==> config.mk <==
export PLATFORM = sky130hd
export DESIGN_NAME = riscv_state_dump
export DESIGN_NICKNAME = d
export VERILOG_FILES = /design/src/rtl/riscv_state_dump.sv
export SDC_FILE = /design/constraint.sdc
export NUM_CORES = 1
export LEC_CHECK = 0
export CAP_MARGIN = 30
export CELL_PAD_IN_SITES_DETAIL_PLACEMENT = 0
export CELL_PAD_IN_SITES_GLOBAL_PLACEMENT = 1
export CORE_MARGIN = 5
export CORE_UTILIZATION = 32
export CTS_BUF_LIST = sky130_fd_sc_hd__clkbuf_2
export DETAILED_ROUTE_END_ITERATION = 8
export PLACE_DENSITY = 0.78
export SETUP_SLACK_MARGIN = 0.4
export SKIP_LAST_GASP = 1
export SLEW_MARGIN = 15
export SYNTH_ARGS = -nofsm -noshare
export SYNTH_HDL_FRONTEND = slang
export SYNTH_SLANG_ARGS = --single-unit
export TNS_END_PERCENT = 20
==> constraint.sdc <==
create_clock -name clk -period 2.5 [get_ports clk]
set_clock_uncertainty 0.15 [all_clocks]
set_input_delay 0.375 -clock clk [delete_from_list [all_inputs] [get_ports clk]]
set_output_delay 0.375 -clock clk [all_outputs]
set_load 0.01 [all_outputs]
==> src/rtl/riscv_state_dump.sv <==
`timescale 1ns/1ps
// riscv_state_dump
//   Post-run readout engine for the pipelined RISC-V core. A start pulse
//   freezes the core (halt_req), waits DRAIN_CYCLES for the pipeline to
//   empty, then streams all NUM_REGS architectural registers followed by
//   MEM_WORDS data-memory words starting at MEM_BASE.
//
// Ports
//   clk, rst        rising-edge clock, asynchronous active-high reset
//   start           one-cycle dump request, sampled only in IDLE
//   busy            high in every state except IDLE
//   done            one-cycle pulse after the final word's handshake
//   halt_req        core stall request, DRAIN through the last handshake
//   reg_raddr/rdata register-file debug port (combinational read)
//   dmem_raddr/rdata data-memory port (read data one cycle after address)
//   out_*           dump stream: data, is_mem flag, index, last flag
//   dbg_state       current FSM state encoding, for checkers
//
// Stream handshake: a word transfers on a rising edge where
// out_valid && out_ready. out_valid comes straight from a flop; once set it
// stays high, with out_data/out_index/out_is_mem/out_last frozen, until that
// transfer happens. out_ready feeds only next-state logic.
module riscv_state_dump #(
  parameter int NUM_REGS     = 32,
  parameter int MEM_BASE     = 0,
  parameter int MEM_WORDS    = 16,
  parameter int DRAIN_CYCLES = 5,   // must be >= 1
  parameter int AW           = 10   // must be >= 5 so a register number fits
) (
  input  logic          clk,
  input  logic          rst,
  input  logic          start,
  output logic          busy,
  output logic          done,
  output logic          halt_req,
  output logic [4:0]    reg_raddr,
  input  logic [31:0]   reg_rdata,
  output logic [AW-1:0] dmem_raddr,
  input  logic [31:0]   dmem_rdata,
  output logic          out_valid,
  input  logic          out_ready,
  output logic [31:0]   out_data,
  output logic          out_is_mem,
  output logic [AW-1:0] out_index,
  output logic          out_last,
  output logic [2:0]    dbg_state
);

  typedef enum logic [2:0] {
    S_IDLE    = 3'd0,
    S_DRAIN   = 3'd1,
    S_REG_RD  = 3'd2,
    S_REG_OUT = 3'd3,
    S_MEM_RD  = 3'd4,
    S_MEM_CAP = 3'd5,
    S_MEM_OUT = 3'd6,
    S_FIN     = 3'd7
  } state_e;

  localparam int            DW         = (DRAIN_CYCLES > 1) ? $clog2(DRAIN_CYCLES) : 1;
  localparam logic [DW-1:0] DRAIN_LAST = DW'(DRAIN_CYCLES - 1);
  localparam logic [AW-1:0] REG_LAST   = AW'(NUM_REGS - 1);
  // With MEM_WORDS == 0 this value is never compared against.
  localparam logic [AW-1:0] MEM_LAST   = AW'(MEM_WORDS - 1);
  localparam logic [AW-1:0] BASE_A     = AW'(MEM_BASE);
  localparam bit            HAS_MEM    = (MEM_WORDS > 0);

  state_e        state_q, state_d;
  logic [DW-1:0] drain_q, drain_d;
  logic [AW-1:0] cnt_q, cnt_d;
  logic [4:0]    reg_raddr_q, reg_raddr_d;
  logic [AW-1:0] dmem_raddr_q, dmem_raddr_d;
  logic          valid_q, valid_d;
  logic [31:0]   data_q, data_d;
  logic          is_mem_q, is_mem_d;
  logic [AW-1:0] index_q, index_d;
  logic          last_q, last_d;

  always_ff @(posedge clk or posedge rst) begin
    if (rst) begin
      state_q      <= S_IDLE;
      drain_q      <= '0;
      cnt_q        <= '0;
      reg_raddr_q  <= '0;
      dmem_raddr_q <= '0;
      valid_q      <= 1'b0;
      data_q       <= '0;
      is_mem_q     <= 1'b0;
      index_q      <= '0;
      last_q       <= 1'b0;
    end else begin
      state_q      <= state_d;
      drain_q      <= drain_d;
      cnt_q        <= cnt_d;
      reg_raddr_q  <= reg_raddr_d;
      dmem_raddr_q <= dmem_raddr_d;
      valid_q      <= valid_d;
      data_q       <= data_d;
      is_mem_q     <= is_mem_d;
      index_q      <= index_d;
      last_q       <= last_d;
    end
  end

  always_comb begin
    state_d      = state_q;
    drain_d      = drain_q;
    cnt_d        = cnt_q;
    reg_raddr_d  = reg_raddr_q;
    dmem_raddr_d = dmem_raddr_q;
    valid_d      = valid_q;
    data_d       = data_q;
    is_mem_d     = is_mem_q;
    index_d      = index_q;
    last_d       = last_q;

    case (state_q)
      S_IDLE: begin
        if (start) begin
          state_d     = S_DRAIN;
          drain_d     = '0;
          cnt_d       = '0;
          reg_raddr_d = '0;
        end
      end

      S_DRAIN: begin
        if (drain_q == DRAIN_LAST) state_d = S_REG_RD;
        else                       drain_d = drain_q + DW'(1);
      end

      // reg_raddr already equals the counter; the register file answers
      // in this same cycle, so the word is captured here.
      S_REG_RD: begin
        data_d   = reg_rdata;
        index_d  = cnt_q;
        is_mem_d = 1'b0;
        last_d   = (cnt_q == REG_LAST) && !HAS_MEM;
        valid_d  = 1'b1;
        state_d  = S_REG_OUT;
      end

      S_REG_OUT: begin
        if (out_ready) begin
          valid_d = 1'b0;
          if (cnt_q == REG_LAST) begin
            cnt_d = '0;
            if (HAS_MEM) begin
              // Address is presented on entry to MEM_RD so the synchronous
              // memory returns data during MEM_CAP.
              dmem_raddr_d = BASE_A;
              state_d      = S_MEM_RD;
            end else begin
              state_d = S_FIN;
            end
          end else begin
            cnt_d       = cnt_q + AW'(1);
            reg_raddr_d = reg_raddr_q + 5'd1;
            state_d     = S_REG_RD;
          end
        end
      end

      S_MEM_RD: state_d = S_MEM_CAP;

      S_MEM_CAP: begin
        data_d   = dmem_rdata;
        index_d  = cnt_q;
        is_mem_d = 1'b1;
        last_d   = (cnt_q == MEM_LAST);
        valid_d  = 1'b1;
        state_d  = S_MEM_OUT;
      end

      S_MEM_OUT: begin
        if (out_ready) begin
          valid_d = 1'b0;
          if (cnt_q == MEM_LAST) begin
            state_d = S_FIN;
          end else begin
            cnt_d = cnt_q + AW'(1);
            // AW-bit sum: the window wraps past the top of memory.
            dmem_raddr_d = BASE_A + cnt_q + AW'(1);
            state_d      = S_MEM_RD;
          end
        end
      end

      S_FIN:   state_d = S_IDLE;

      default: state_d = S_IDLE;
    endcase
  end

  assign busy       = (state_q != S_IDLE);
  assign done       = (state_q == S_FIN);
  assign halt_req   = (state_q != S_IDLE) && (state_q != S_FIN);
  assign reg_raddr  = reg_raddr_q;
  assign dmem_raddr = dmem_raddr_q;
  assign out_valid  = valid_q;
  assign out_data   = data_q;
  assign out_is_mem = is_mem_q;
  assign out_index  = index_q;
  assign out_last   = last_q;
  assign dbg_state  = state_q;

endmodule
Word-level counts from Yosys, hierarchy flattened. Index checks and enable logic that the tools add are counted. W data, S select, Z words.

Register bits: 76. Output and inout port bits: 66. Word-level logic and storage cells: 78.

$add $sub $neg: 3. Equal/unequal tests: 20. Multiplexer cells: 28. Reductions and logical operators: 17.

Operator list (number): $mux W10 (7); $pmux W32 S2 (1); $pmux W10 S3 (1); $pmux W3 S8 (1); $mux W3 (7); $pmux W10 S2 (1); $ne A2 B2 Y1 const B (8); $eq A3 B3 Y1 const B (5); $mux W5 (3); $add A10 B1 Y10 const B (1); $eq A10 B4 Y1 const B (1); $eq A10 B5 Y1 const B (1); $pmux W5 S2 (1); $reduce_and A5 Y1 (2); $reduce_bool A2 Y1 (5); $reduce_and A4 Y1 (2); $eq A3 B2 Y1 const B (2); $pmux W1 S2 (3); $pmux W3 S2 (1); $reduce_bool A3 Y1 (2); $add A5 B1 Y5 const B (1); $reduce_or A2 Y1 (2); $add A3 B1 Y3 const B (1); $eq A3 B1 Y1 const B (1); 8 further kinds (8).

Longest topological paths before layout.
Depth in word-level cells: 4. Depth in mapped cells: 6. Gate-level depth less buffers: 6.

Least setup slack after synthesis. No wires, ideal clock.

Path kind: flip-flop to flip-flop. Start point: register cnt_q[0]. End point: register dmem_raddr_q[0] (netlist: dmem_raddr[0]). Library setup time: 0.125 ns. Arrival: 1.835 ns. Data required time: 2.225 ns. Slack: 0.390 ns. Cell stages (with the launch flop): 7. Path buffers: 1. Cells stage by stage: dfrtp_1 > ha_1 > or4b_4 > nor3_2 > o21a_2 > buf_6 > mux2_4.

Longest elaborated chain between the ends: 4. Elaborated cells between the ends (all ways): 9.

Ends and longest elaborated chain: from (decl) (RTL line 70) `logic [AW-1:0] cnt_q, cnt_d;`; from (signal assigned) (RTL line 94) `cnt_q <= cnt_d;`; $add A10 B1 Y10 (RTL line 183) `dmem_raddr_d = BASE_A + cnt_q + AW'(1);`; $mux W10 (RTL line 178) `if (cnt_q == MEM_LAST) begin`; $mux W10 (RTL line 176) `if (out_ready) begin`; $pmux W10 S2 (RTL line 117) `case (state_q)`; to (signal assigned) (RTL line 96) `dmem_raddr_q <= dmem_raddr_d;`; to (decl) (RTL line 72) `logic [AW-1:0] dmem_raddr_q, dmem_raddr_d;`.

Several ways; a longest one is shown, not always the timed one. The select of a mux whose other input is x is not followed. A chain may end at the register's enable or synchronous reset.

Final worst setup path.
Start point: register cnt_q[1]. End point: register dmem_raddr_q[3] (netlist: dmem_raddr[3]).

Same word-level chain as after synthesis.

==> reports/results.txt <==
Status -> completed
Register area -> 1910 µm²
Crit share post-route -> 85.4%
Drt wl/cell -> 15.5 µm
Combinational power share -> 39.0%
CP max FO -> 10
Nets@finish -> 608
Worst EP arrival -> 2400 ps
Port buffer count -> 133
Maximum number of pins on one net before global-route repair -> 77
H-tree depth -> 3
Gpl congestion -> 0.827
Synth area leader -> dfrtp_1
Worst EP required -> 2770 ps
Synth top cells by count -> dfrtp_1 (76), nand2_1 (55), o21ai_0 (50)
CP Class -> flip-flop to flip-flop
Drt first pass iters -> 4
Initial drt markers -> 262
Hold/Removal Path Class -> input port to asynchronous set/reset pin
Max clock buf depth -> 2
Syn. warnings -> 0
Leakage -> 2.33 nW
Routed Antenna Nets -> 0
Global-route wire length before repair -> 17500 µm
Vias in the first global route -> 3332
Clock Power Share -> 17.5%
Chip Width -> 121 µm
CP endpoint kind -> flip-flop
Switching Fraction -> 34.4%
Number of synthesized flops with an enable pin -> 0
Final hold viol count -> 0
Drt total wl -> 11000 µm
Synth unique cells -> 60
Sw Pwr -> 1.47 mW
Count leader, synth -> dfrtp_1
Total GRT Usage -> 14.8%
Max transition margin -> 66.5%
Worst-path clk slew -> 210 ps
Starting Density -> 32.9%
Unrepaired setup endpoints after global routing -> true
Final setup viols -> 0
Die area -> 14700 µm²
CP Launch Type -> flip-flop
Post-layout util -> 47.7%
I/O pin count -> 134
Internal power -> 2.80 mW
Synth Net Count -> 466
Avg Inst Size Synth -> 10.1 µm²
Post-synthesis async set-or-reset flop share -> 100%
# clock sinks -> 76
Main area contributors after synthesis -> dfrtp_1 (48%), mux2i_1 (9.3%), o21ai_0 (6.3%)
Sequential share of power -> 43.6%
Grt ovf -> 0
Post-synthesis cell count -> 394
Fmax -> 0.468 GHz
Area grow syn2layout -> 45.1%
Max cap viols -> 0
Fillers -> 1125
Number of synthesized register bits -> 76
Row Count -> 40
Die height -> 121 µm
# DRC -> 0
Cts hold-fix bufs -> 0
Initial antenna violation count -> 1
Avg Vias per Cell -> 4.88
Core area -> 12100 µm²
DP Wirelength -> 8030 µm
Setup total negative slack -> 0 ps
Pwr Density -> 743 nW/µm²
Via count -> 3457
Top cell type's share of synthesized area -> 48.0%
Syn Std Cell Area -> 3960 µm²
Worst Tran Pin Value -> 501 ps
Root Buffer -> clkbuf_2
Max rail drop VDD -> 0.265 mV
Post-synth top flop -> dfrtp_1
Post-synthesis sequential area ratio -> 48.0%
Multi-input gate area -> 1900 µm²
Clock buffer count from CTS -> 9
Fin crit period -> 2130 ps
Final count of pins violating max slew -> 0
CTS tree -> yes
Layout cells sized above 1 -> 13.3%
Worst-Skew Late Latency -> 510 ps
## per-stage QoR
step | worst slack [ps] | power [mW] | std cells | hold WS (ps) | cell area [µm²]
floorplan | 390 | 2.62 | 394 | 328 | 3970
global placement | 245 | 3.50 | 684 | 312 | 5530
detailed placement | 198 | 3.53 | 684 | 320 | 5530
CTS | 226 | 4.32 | 706 | 115 | 5720
global route | 297 | 4.56 | 709 | 128 | 5750
finish | 365 | 4.27 | 709 | 153 | 5750
## power groups by stage
| stage | combinational [mW] | sequential, mW | clock, mW |
|---|---|---|---|
| CTS | 1.68 | 1.86 | 0.779 |
| detailed placement | 1.63 | 1.91 | 0 |
| finish | 1.66 | 1.86 | 0.746 |
| floorplan | 0.663 | 1.95 | 0 |
| global route | 1.82 | 1.92 | 0.828 |
| global placement | 1.61 | 1.89 | 0 |
## path summary, 6_finish.rpt
check | startpoint | end | slack (ps) | cells after the start
min | rst | dbg_state[0] | 150 | 3
max reg2reg | cnt_q[1] | dmem_raddr[3] | 370 | 6
max | cnt_q[1] | dmem_raddr[3] | 370 | 6
min reg2reg | out_index[7] | out_index[7] | 350 | 2
min in group clk | reg_rdata[17] | out_data[17] | 330 | 3
max in group asynchronous | rst | cnt_q[1] | 1720 | 3
## cells in the final DEF, fill, tap and decap left out, drive strengths merged, types with 2 or more instances in the layout
cell type,instances
clkinv,3
a21oi,10
or4b,2
nor3,9
nand2,55
o2bb2ai,5
nand2b,5
o211ai,11
bufinv,2
o2111ai,4
mux2,11
clkbuf,10
dfrtp,76
dlygate4sd2,4
buf,25
or3,4
nand3,11
clkinvlp,2
mux2i,37
nand4,6
o31ai,2
xnor2,2
and3,3
a31oi,2
o21ai,54
clkdlybuf4s50,127
inv,15
o21a,4
ha,4
nor2,11
## flip-flops by register name, indices dropped and copies added, names as in the netlist
signal / count
cnt_q: 10
dbg_state: 3
dmem_raddr: 10
drain_q: 3
out_data: 32
out_index: 10
out_is_mem: 1
out_last: 1
out_valid: 1
reg_raddr: 5
## metal layers
| metal | vias up | track usage, % | routed length, µm |
|---|---|---|---|
| li1 | 1705 | - | - |
| met1 | 1600 | 20.4 | 5140 |
| met2 | 137 | 21.3 | 4650 |
| met3 | 15 | 4.29 | 1010 |
| met4 | 0 | 6.72 | 212 |
| met5 | - | 0 | 0 |
## critical path, cell delays in order, from the launching register on
cell	delay, ps
dfrtp_2	460
ha_2	220
nor4b_4	150
buf_4	160
a31oi_2	320
o21a_4	270
mux2_4	320
## layout make-up
| class | instances | share of cell area (%) |
|---|---|---|
| Clock buffer | 9 | 0.783 |
| Tap cell | 168 | 3.66 |
| Sequential cell | 76 | 33.2 |
| Inverter | 16 | 1.11 |
| Clock inverter | 6 | 1.39 |
| Timing Repair Buffer | 158 | 26.7 |
| Antenna cell | 1 | 0.0435 |
| Multi-Input combinational cell | 275 | 33.1 |
## cells by family after synthesis
logic type / Yosys count / synth area share [%]
adder cells (fa/ha/maj): 5 / 1.52
XOR/XNOR: 3 / 0.663
multiplexers: 48 / 13.0
AND/OR/NAND/NOR: 119 / 15.9
AO/OA/AOI/OAI: 100 / 16.1
buffers and inverters: 43 / 4.86
flip-flops: 76 / 48.0
## repair_timing
item                       in CTS  in global routing
hold endpoints to repair        0                  0
setup buffers                   7                  2
setup endpoints to repair      58                 33
pin swaps                       1                  0
resized for setup              13                  6
Power figures use the tool's default switching activity.
